`src/rtl/traffic_light_monitor.sv`:
```
// traffic_light_monitor
// Watches the two-street light codes {La,Lb} every clock and tracks the
// controller phase. It flags protocol violations with a sticky error and
// first-fault code, counts completed A->B->A rotations, and raises a
// starvation flag per street after a long run of consecutive red samples.
module traffic_light_monitor #(
    parameter int CNT_W   = 8,
    parameter int MAX_RED = 16
) (
    input  logic             clk,
    input  logic             NOT_RESET,
    input  logic [1:0]       La,
    input  logic [1:0]       Lb,
    input  logic             clr_err,
    output logic [1:0]       phase,
    output logic             err,
    output logic [2:0]       err_code,
    output logic [CNT_W-1:0] cycle_count,
    output logic             starve_a,
    output logic             starve_b
);

    typedef enum logic [1:0] {
        A_GREEN  = 2'd0,
        A_YELLOW = 2'd1,
        B_GREEN  = 2'd2,
        B_YELLOW = 2'd3
    } phase_e;

    localparam logic [1:0]       L_RED   = 2'b00;
    localparam logic [1:0]       L_BAD   = 2'b11;
    localparam logic [7:0]       RED_MAX = 8'(MAX_RED);
    localparam logic [CNT_W-1:0] CNT_MAX = {CNT_W{1'b1}};
    localparam logic [CNT_W-1:0] CNT_ONE = CNT_W'(1);

    localparam logic [2:0] V_NONE     = 3'b000;
    localparam logic [2:0] V_BADCODE  = 3'b001;
    localparam logic [2:0] V_BOTH_GO  = 3'b010;
    localparam logic [2:0] V_BOTH_RED = 3'b011;
    localparam logic [2:0] V_BADSEQ   = 3'b100;

    phase_e           phase_q, phase_d;
    logic             err_q, err_d;
    logic [2:0]       err_code_q, err_code_d;
    logic [CNT_W-1:0] cycle_count_q, cycle_count_d;
    logic [7:0]       red_a_q, red_a_d;
    logic [7:0]       red_b_q, red_b_d;
    logic             starve_a_q, starve_a_d;
    logic             starve_b_q, starve_b_d;

    logic             pat_legal_s;
    phase_e           pat_phase_s;
    logic             allowed_s;
    logic [2:0]       illegal_code_s;
    logic [2:0]       viol_code_s;

    // Decode the sampled pattern, classify it against the current phase and compute next state.
    always_comb begin
        pat_legal_s    = 1'b0;
        pat_phase_s    = A_GREEN;
        allowed_s      = 1'b0;
        illegal_code_s = V_NONE;
        viol_code_s    = V_NONE;
        phase_d        = phase_q;
        err_d          = err_q;
        err_code_d     = err_code_q;
        cycle_count_d  = cycle_count_q;
        red_a_d        = red_a_q;
        red_b_d        = red_b_q;

        case ({La, Lb})
            4'b1000: begin pat_legal_s = 1'b1; pat_phase_s = A_GREEN;  end
            4'b0100: begin pat_legal_s = 1'b1; pat_phase_s = A_YELLOW; end
            4'b0010: begin pat_legal_s = 1'b1; pat_phase_s = B_GREEN;  end
            4'b0001: begin pat_legal_s = 1'b1; pat_phase_s = B_YELLOW; end
            default: begin pat_legal_s = 1'b0; pat_phase_s = A_GREEN;  end
        endcase

        // Illegal-pattern priority: bad code, then conflicting go, then all-red.
        if ((La == L_BAD) || (Lb == L_BAD)) begin
            illegal_code_s = V_BADCODE;
        end else if ((La != L_RED) && (Lb != L_RED)) begin
            illegal_code_s = V_BOTH_GO;
        end else if ((La == L_RED) && (Lb == L_RED)) begin
            illegal_code_s = V_BOTH_RED;
        end else begin
            illegal_code_s = V_NONE;
        end

        case (phase_q)
            A_GREEN:  allowed_s = pat_legal_s && ((pat_phase_s == A_GREEN) || (pat_phase_s == A_YELLOW));
            A_YELLOW: allowed_s = pat_legal_s && (pat_phase_s == B_GREEN);
            B_GREEN:  allowed_s = pat_legal_s && ((pat_phase_s == B_GREEN) || (pat_phase_s == B_YELLOW));
            B_YELLOW: allowed_s = pat_legal_s && (pat_phase_s == A_GREEN);
            default:  allowed_s = 1'b0;
        endcase

        if (!pat_legal_s) begin
            viol_code_s = illegal_code_s;
        end else if (!allowed_s) begin
            viol_code_s = V_BADSEQ;
        end else begin
            viol_code_s = V_NONE;
        end

        // Legal patterns always set the phase (resync on a bad sequence); illegal ones hold.
        if (pat_legal_s) begin
            phase_d = pat_phase_s;
        end else begin
            phase_d = phase_q;
        end

        // Sticky first-fault capture; a clear in the same cycle as a fault loads the new code.
        if (viol_code_s != V_NONE) begin
            err_d = 1'b1;
            if (!err_q || clr_err) begin
                err_code_d = viol_code_s;
            end else begin
                err_code_d = err_code_q;
            end
        end else if (clr_err) begin
            err_d      = 1'b0;
            err_code_d = V_NONE;
        end else begin
            err_d      = err_q;
            err_code_d = err_code_q;
        end

        if (allowed_s && (phase_q == B_YELLOW) && (cycle_count_q != CNT_MAX)) begin
            cycle_count_d = cycle_count_q + CNT_ONE;
        end else begin
            cycle_count_d = cycle_count_q;
        end

        // Red run-length counters ignore violations entirely.
        if (La != L_RED) begin
            red_a_d = 8'd0;
        end else if (red_a_q != RED_MAX) begin
            red_a_d = red_a_q + 8'd1;
        end else begin
            red_a_d = red_a_q;
        end

        if (Lb != L_RED) begin
            red_b_d = 8'd0;
        end else if (red_b_q != RED_MAX) begin
            red_b_d = red_b_q + 8'd1;
        end else begin
            red_b_d = red_b_q;
        end

        starve_a_d = (red_a_d == RED_MAX);
        starve_b_d = (red_b_d == RED_MAX);
    end

    // Phase FSM and all registered outputs; reset clears everything at once.
    always_ff @(posedge clk or posedge NOT_RESET) begin
        if (NOT_RESET) begin
            phase_q       <= A_GREEN;
            err_q         <= 1'b0;
            err_code_q    <= V_NONE;
            cycle_count_q <= {CNT_W{1'b0}};
            red_a_q       <= 8'd0;
            red_b_q       <= 8'd0;
            starve_a_q    <= 1'b0;
            starve_b_q    <= 1'b0;
        end else begin
            phase_q       <= phase_d;
            err_q         <= err_d;
            err_code_q    <= err_code_d;
            cycle_count_q <= cycle_count_d;
            red_a_q       <= red_a_d;
            red_b_q       <= red_b_d;
            starve_a_q    <= starve_a_d;
            starve_b_q    <= starve_b_d;
        end
    end

    assign phase       = phase_q;
    assign err         = err_q;
    assign err_code    = err_code_q;
    assign cycle_count = cycle_count_q;
    assign starve_a    = starve_a_q;
    assign starve_b    = starve_b_q;

endmodule

```
`config.mk`:
```
export PLATFORM = sky130hd
export DESIGN_NAME = traffic_light_monitor
export DESIGN_NICKNAME = d
export VERILOG_FILES = /design/src/rtl/traffic_light_monitor.sv
export SDC_FILE = /design/constraint.sdc
export NUM_CORES = 1
export LEC_CHECK = 0
export ABC_CLOCK_PERIOD_IN_PS = 1800
export CORE_MARGIN = 2
export CORE_UTILIZATION = 34
export DETAILED_ROUTE_END_ITERATION = 10
export GPL_TIMING_DRIVEN = 0
export SLEW_MARGIN = 20
export SYNTH_ARGS = -nofsm -noshare
export SYNTH_HDL_FRONTEND = slang
export SYNTH_SLANG_ARGS = --single-unit
```
`constraint.sdc`:
```
create_clock -name clk -period 1.8 [get_ports clk]
set_input_delay 0.27 -clock clk [delete_from_list [all_inputs] [get_ports clk]]
set_output_delay 0.27 -clock clk [all_outputs]
set_load 0.005 [all_outputs]
```
==> results.ini, run 1 <==
[sta]
hold_viol_final=0
maxSlewHeadroom_pct=54.3
worst_slew_pin_slew_ps=684
rsz0062_at_grt=no
fin_hold_ws_ps=305
period_needed_ps=1700
max_freq_mhz=588
clock_skew_ps=7.09
finalCritPeriodShare_pct=94.4
setup_viol_count_final=0
slew_viol_final=0

[grt]
grt_pass1_vias=1393
track_usage_pct=12.8
grt-ovfl-total=0
grt_max_degree=33
grt_pass1_wl_um=6310
antenna_found_initial=0

[setup_path]
critPathRequiredTime_ps=1970
cp_cell_sequence=xor2_2 > mux2i_1 > o31ai_2 > o31ai_4 > mux2_4
crit_buf_inv=0
cp.arrival_ps=1870
cp_max_fo=8
end_kind=flop
crit_path_top_delay_cell=dfrtp_2
worst-setup-path-type=reg2reg
crit_family=multiplexers
crit_path_start_kind=flop
max_stage_delay_ps=460

[clocking]
root_buffer=clkbuf_8
clk_latency_ps=280
cts_buffer_depth=2
clkTransAtPathRegs_ps=70
numCtsBuffers=5
clock_sinks=32
cts.htree.levels=2
cts_tree=built
cts-hold-fix-buffers=0

[die]
ios=23
die_area_um2=6180
start_util_pct=34.8
fp-row-count=27
die_x_um=78.6
core_area_um2=5440
die_h_um=78.6

[logic_synthesis]
syn_nets=204
synth_flop_cell=dfrtp_1
synth.distinct_cells=47
synth_warnings=0
avgSynthCellArea_um2=9.91
synth-seq-cells=32
syn_inst=191
yosysSeqAreaShare_pct=42.3
synth_area_um2=1890
synthArstFlopShare_pct=100
synth_edf_count=0

[job]
cap_violations=0

[layout]
antennaDiodeCount=0
drive_above_1_share_pct=19.1
utilization_pct=44.1
fillers=532
layout_commonest_cell=dfrtp_1
syn_to_final_growth_pct=26.8
final_cell_mix=dfrtp_1, nor2_1, clkdlybuf4s50_1, xor2_1, xnor2_1
nets=237

[routing]
drt-total-wl_um=3560
vias=1407
wl_per_cell_um=12.0
firstDrtPassIters=4
drc=0
viasPerCell=4.74
ant_nets=0
drt_iter0_drc=74

[place]
hpwl_um=2470
port_buffers=20
gp_congestion=0.776

[worst_hold_path]
hold_path.class=in2reg

[power_and_ir_drop]
p_leak_nw=1.04
cellPowerDensity_nw_per_um2=750
vdd.ir_drop.worst_v=0.000441

[status]
status=finished, final reports clean

==> worst register-to-register path: stages, from the launching register on <==
cell and delay [ps]:
dfrtp_2 460, xor2_2 180, mux2i_1 230, o31ai_2 140, o31ai_4 250, mux2_4 320
==> routing by layer <==
metal	global-route usage, %	part of all wire, %
met1	18.2	51
met2	18.6	44
met3	3.45	3.9
met4	4.39	1.4
met5	0	0
==> worst paths after layout <==
kind	startpoint	to	slack (ps)	cells after the start
hold / removal	La[1]	phase[0]	300	4
setup / recovery	phase[0]	err_code[1]	100	5
hold reg to reg	cycle_count[5]	cycle_count[5]	490	1
min in group asynchronous	NOT_RESET	red_b_q[3]	410	2
max in group asynchronous	NOT_RESET	red_b_q[0]	900	2
setup reg to reg	phase[0]	err_code[1]	100	5
==> synthesized netlist by cell type (5+ instances only) <==
cell / n / share of area, %
a21oi_1: 5 / 1.3
and3_1: 6 / 2.0
dfrtp_1: 32 / 42
ha_1: 6 / 4.0
inv_1: 10 / 2.0
nand2_1: 9 / 1.8
nand3_1: 8 / 2.1
nor2_1: 24 / 4.8
nor3_1: 8 / 2.1
o21ai_0: 8 / 2.1
xnor2_1: 12 / 5.6
xor2_1: 13 / 6.0
==> per-stage QoR <==
stage	total power (W)	instance area [um2]	instances	setup slack [ps]	setup TNS, ps
final	0.00180	2400	297	100	0
after global routing	0.00190	2400	297	3.20	0
after CTS	0.00183	2380	296	7.64	0
after detailed placement	0.00113	2230	283	-541	-2270
after global placement	0.00112	2230	283	-532	-2330
after floorplan	0.00100	1940	191	-86.1	-172
==> report_power, final <==
part | total, W | internal, W | leakage [nW] | switching [W]
clock | 0.000679 | 0.000411 | 0.0552 | 0.000269
sequential | 0.000810 | 0.000763 | 0.426 | 0.0000468
combinational | 0.000313 | 0.000176 | 0.557 | 0.000137
total | 0.00180 | 0.00135 | 1.04 | 0.000452
==> what timing repair did <==
| action | in CTS | in global routing |
|---|---|---|
| resized for setup | 9 | 4 |
| buffers inserted | 5 | 1 |
| cloned | 0 | 0 |
| pin swaps | 2 | 4 |
| setup endpoints to repair | 3 | 5 |
==> registers in the layout, summed over array words and instances, names as in the netlist <==
register     flops
starve_b         1
phase            2
err_code         3
cycle_count      8
starve_a         1
err              1
red_a_q          8
red_b_q          8
==> kinds of logic (layout without fill, tap and decap cells) <==
family,Yosys count,count (layout),share of synthesized area (%)
fa+ha+maj,6,6,3.97
mux,6,6,3.44
xor+xnor,26,26,13.0
simple gates,76,76,22.3
compound gates,26,26,10.1
buf+inv,19,53,4.89
flops,32,32,42.3
==> area by class of cell <==
| class | instances | area (um2) | share of cell area, % |
|---|---|---|---|
| Multi-Input combinational cell | 140 | 1050 | 43.7 |
| Sequential cell | 32 | 806 | 33.6 |
| Timing Repair Buffer | 26 | 243 | 10.1 |
| Buffer | 8 | 61.3 | 2.55 |
| Clock buffer | 6 | 72.6 | 3.02 |
| Tap cell | 72 | 90.1 | 3.75 |
| Inverter | 11 | 43.8 | 1.82 |
| Clock inverter | 2 | 35.0 | 1.46 |
(Power assumes the default switching activity.)
==> inputs of run 2 (changes only) <==
--- a/config.mk
+++ b/config.mk
@@ -6,10 +6,13 @@
 export NUM_CORES = 1
 export LEC_CHECK = 0
 export ABC_CLOCK_PERIOD_IN_PS = 1800
+export CELL_PAD_IN_SITES_DETAIL_PLACEMENT = 1
+export CELL_PAD_IN_SITES_GLOBAL_PLACEMENT = 2
 export CORE_MARGIN = 2
 export CORE_UTILIZATION = 34
 export DETAILED_ROUTE_END_ITERATION = 10
 export GPL_TIMING_DRIVEN = 0
+export PLACE_DENSITY_LB_ADDON = 0.1
 export SLEW_MARGIN = 20
 export SYNTH_ARGS = -nofsm -noshare
 export SYNTH_HDL_FRONTEND = slang
==> results.ini, run 2 (synthesis results as in run 1) <==
[status]
status=complete, but fails checks
failed_checks=setup timing

[sta]
maxSlewHeadroom_pct=53.5  ; -0.77 points
hold_viol_final=0  ; unchanged
clock_skew_ps=4.34  ; -2.75 ps
max_freq_mhz=554  ; -5.8%
finalCritPeriodShare_pct=100  ; +5.8 points
fin_tns_setup_ps=-3.55  ; -3.55 ps
worst_slew_pin_slew_ps=696  ; +11.5 ps
period_needed_ps=1800  ; +104 ps
slew_viol_final=0  ; unchanged
rsz0062_at_grt=yes
setup_ws_ps=-3.55  ; -104 ps
setup_viol_count_final=1  ; +1

[power_and_ir_drop]
p_sw_w=0.000479  ; +5.9%
cellPowerDensity_nw_per_um2=738  ; -1.7%
power.share.sequential_pct=43.9  ; -1.0 points
p_clk_share_pct=36.8  ; -0.9 points
swShare_pct=25.9  ; +0.81 points
p_int_w=0.00137  ; +1.5%
vdd.ir_drop.worst_v=0.000436  ; -1.2%
combPwrFrac_pct=19.3  ; +1.9 points
p_leak_nw=1.08  ; +4.1%

[layout]
nets=244  ; +3.0%
fillers=615  ; +16%
antennaDiodeCount=0  ; unchanged
utilization_pct=46.1  ; +1.9 points
layout_commonest_cell=dfrtp_1
final_cell_mix=dfrtp_1, nor2_1, clkdlybuf4s50_1, buf_4
drive_above_1_share_pct=24.1  ; +5.0 points
syn_to_final_growth_pct=32.4

[setup_path]
worst-setup-path-type=reg2reg
max_stage_delay_ps=450  ; about the same
crit_family=multiplexers
crit_top_cell=o31ai_4
crit_path_end=err_code[1]
critPathRequiredTime_ps=1960  ; about the same
cp_max_fo=5  ; -3
end_kind=flop
crit_path_start_kind=flop
worstReg2RegStart=phase[1]
crit_start=phase[1]
cp.depth=5  ; unchanged
reg2regPathDepth=5  ; unchanged
crit_buf_inv=0  ; unchanged
rr_endpoint=err_code[1]
cp_cell_sequence=xor2_2 > mux2i_2 > o31ai_4 > o31ai_4 > mux2_4
cp.arrival_ps=1970  ; +100 ps
crit_path_top_delay_cell=dfrtp_2
worst-r2r-setup-slack_ps=-4  ; -100 ps

[job]
cap_violations=0  ; unchanged

[worst_hold_path]
hold_path.class=in2reg

[clocking]
clk_latency_ps=280  ; about the same
cts_tree=built
cts-hold-fix-buffers=0  ; unchanged
cts_buffer_depth=2  ; unchanged
cts.htree.levels=2  ; unchanged
numCtsBuffers=5  ; unchanged
clkTransAtPathRegs_ps=70  ; about the same
clock_sinks=32  ; unchanged
root_buffer=clkbuf_8

[routing]
drt-total-wl_um=4690  ; +32%
wl_per_cell_um=15.4  ; +29%
viasPerCell=4.99  ; +5.3%
drc=0  ; unchanged
ant_nets=0  ; unchanged
firstDrtPassIters=4  ; unchanged
vias=1516  ; +7.7%
drt_iter0_drc=58  ; -22%

[die]
die_x_um=78.6  ; unchanged
fp-row-count=27  ; unchanged
core_area_um2=5440  ; unchanged
die_h_um=78.6  ; unchanged
die_area_um2=6180  ; unchanged
start_util_pct=34.8  ; unchanged
ios=23  ; unchanged

[grt]
grt_pass1_vias=1583  ; +14%
antenna_found_initial=0  ; unchanged
grt_max_degree=33  ; unchanged
grt-ovfl-total=0  ; unchanged
track_usage_pct=16.3  ; +3.5 points
grt_pass1_wl_um=7900  ; +25%

[place]
port_buffers=20  ; unchanged
gp_congestion=0.785  ; +1.1%
hpwl_um=3230  ; +31%

## run 2: stage by stage
step | cell area [um2] | worst slack, ps | instances | hold slack [ps] | power, W
after floorplan | 1940 | -86.1 | 191 | 386 | 0.00100
after global placement | 2230 | -543 | 283 | 477 | 0.00113
after detailed placement | 2230 | -588 | 283 | 485 | 0.00114
after CTS | 2430 | -19.2 | 300 | 305 | 0.00188
after global routing | 2510 | -74.2 | 304 | 312 | 0.00196
final | 2510 | -3.55 | 304 | 323 | 0.00185
## run 2: area by class of cell
cell class / count / area, um2 / share of cell area, %
plain buffers: 7 / 57.6 / 2.30
clock buffers: 6 / 72.6 / 2.90
clock inverters: 2 / 35.0 / 1.40
inverters: 11 / 43.8 / 1.75
multi-input cells: 140 / 1100 / 43.8
flip-flops and latches: 32 / 806 / 32.2
well taps: 72 / 90.1 / 3.59
repair buffers: 34 / 303 / 12.1
## run 2: worst min path at each step
stage,startpoint,slack (ps),depth (start not counted),end
after floorplan,NOT_RESET,390,1,cycle_count[0]
after global placement,cycle_count[5],480,1,cycle_count[5]
after detailed placement,cycle_count[5],490,1,cycle_count[5]
after CTS,La[0],310,3,phase[0]
after global routing,La[0],310,3,phase[0]
final,La[0],320,3,phase[0]
## run 2: worst reg2reg max path, stage by stage, from the launching register on
cell and delay (ps):
dfrtp_2 450, xor2_2 210, mux2i_2 300, o31ai_4 130, o31ai_4 260, mux2_4 330
## run 2: what timing repair did
item / 4_1_cts / 5_1_grt
pin swaps: 6 / 5
setup buffers: 9 / 5
resized for setup: 13 / 8
endpoints found under the setup margin: 5 / 6
## run 2: power by group through the flow
stage	sequential [W]	combinational [W]	clock, W
after floorplan	0.000818	0.000183	0
after global placement	0.000819	0.000307	0
after detailed placement	0.000826	0.000319	0
after CTS	0.000812	0.000354	0.000713
after global routing	0.000819	0.000393	0.000746
final	0.000811	0.000358	0.000680
## run 2: layer usage
layer / global-route usage (%) / up-vias / part of all wire (%)
li1: - / 735 / -
met1: 21.3 / 762 / 45
met2: 27.1 / 15 / 52
met3: 3.56 / 4 / 2.3
met4: 4.74 / 0 / 0.58
met5: 0 / - / 0
==> RTL edit (settings of run 2) <==
Make the reset (`NOT_RESET`) synchronous in one clocked block.
--- a/src/rtl/traffic_light_monitor.sv
+++ b/src/rtl/traffic_light_monitor.sv
@@ -154,7 +154,7 @@
     end
 
     // Phase FSM and all registered outputs; reset clears everything at once.
-    always_ff @(posedge clk or posedge NOT_RESET) begin
+    always_ff @(posedge clk) begin
         if (NOT_RESET) begin
             phase_q       <= A_GREEN;
             err_q         <= 1'b0;
Check against the original RTL: differs if NOT_RESET is asserted again (counterexample within 4 cycles, from zero or initial values and one cycle with NOT_RESET high); with NOT_RESET held inactive, the same outputs for 10 cycles.
==> RTL edit against run 2 <==
Sequential cell count is the same. Final area shrank 11%. Core utilization down 3.1 points. Wire length down 13%. Clock skew about the same. Synthesized area down 2.8%. Critical path depth increased by 3. Die area shrank 2.6%. Sequential share of layout area decreased by 3.2 points. First-iteration DRC count grew 6.9%. Worst setup slack better by 130 ps.
Power is not compared: it rests on default switching activity, and its combinational part moved more than twofold at a synthesized area within 25%.
==> RTL edit: results <==
{
  "status": "finished clean",
  "port_buffers": 18,
  "critPathSlowestCell": "mux2_1",
  "n_all_buffers": 30,
  "drtIter0Drc": 62,
  "die-area_um2": 6020,
  "grt_pass1_wl_um": 7270,
  "grt_use_total_pct": 15.1,
  "place_ws_ps": -506,
  "wl_per_cell_um": 12.9,
  "place_inst": 309,
  "cts_resized": 2,
  "final_nets": 259,
  "seq_area_frac_synth_pct": 34.8,
  "r2r_end": "err_code[1]",
  "multi_input_area_share_pct": 49.7,
  "flops_and_latches": 32,
  "avgSynthCellArea_um2": 8.33,
  "dpl_cell_area_um2": 2110,
  "synth_compound_area_share_pct": 13.0,
  "multiInputCombCellCount": 166,
  "clk_share_pct": 4.05,
  "synthAdderAreaFrac_pct": 4.08,
  "ff2ff_setup_slack_ps": 130,
  "fmax_ghz": 0.597,
  "async_flop_share_pct": 0,
  "skew_ps": 3.91,
  "via_per_inst": 4.88,
  "use_met1_pct": 19.7,
  "critPathLaunch": "La[1]",
  "grt_max_degree": 11,
  "r2r-start": "phase[1]",
  "synth.distinct_cells": 44,
  "seq_share_pct": 29.0,
  "cp_max_fo": 9,
  "grt_pass1_vias": 1601,
  "place_congestion": 0.780,
  "fillers": 621,
  "slowest_delay_ps": 350,
  "synthFlopType": "dfxtp_1",
  "synthTopCellsByCount": "35 x nor2_1, 32 x dfxtp_1, 16 x xnor2_1, 13 x nor3_1",
  "stdcell_count": 317,
  "synth_fp_nets": 234,
  "worstHoldStart": "Lb[0]",
  "layout-drive-gt1-share_pct": 10.9,
  "synth_xor_area_share_pct": 11.9,
  "relSlewSlack_pct": 64.2,
  "met3_usage_pct": 3.26,
  "muxShareOfSynthArea_pct": 2.31,
  "buf_share_pct": 11.4,
  "finish.utilization_pct": 43.0,
  "grt_use_met2_pct": 24.2
}
==> RTL edit: changes by cell type after synthesis, moves of 4 or more <==
cell / change
nor2_1: +11
and3_1: -6
nor3_1: +5
dfrtp_1: -32
dfxtp_1: +32
nor2b_1: +5
a21oi_1: +6
xnor2_1: +4
xor2_1: -4
==> RTL edit: how the worst min path moves through the flow <==
stage                     slack (ps)  depth (start not counted)             end
after floorplan                  460                          3     err_code[2]
after global placement           540                          2  cycle_count[6]
after detailed placement         540                          2  cycle_count[7]
after CTS                        290                          3        phase[0]
after global routing             320                          3        phase[0]
final                            290                          3        phase[0]
==> RTL edit: critical path, delay by kind of cell <==
| family | cells | cell delay (ps) |
|---|---|---|
| compound gates | 1 | 330 |
| buf+inv | 3 | 530 |
| mux | 2 | 500 |
| simple gates | 2 | 220 |
==> RTL edit: routing by layer <==
metal	vias up	share of wire, %
li1	807	-
met1	717	50
met2	19	45
met3	5	3.0
met4	0	1.3
met5	-	0
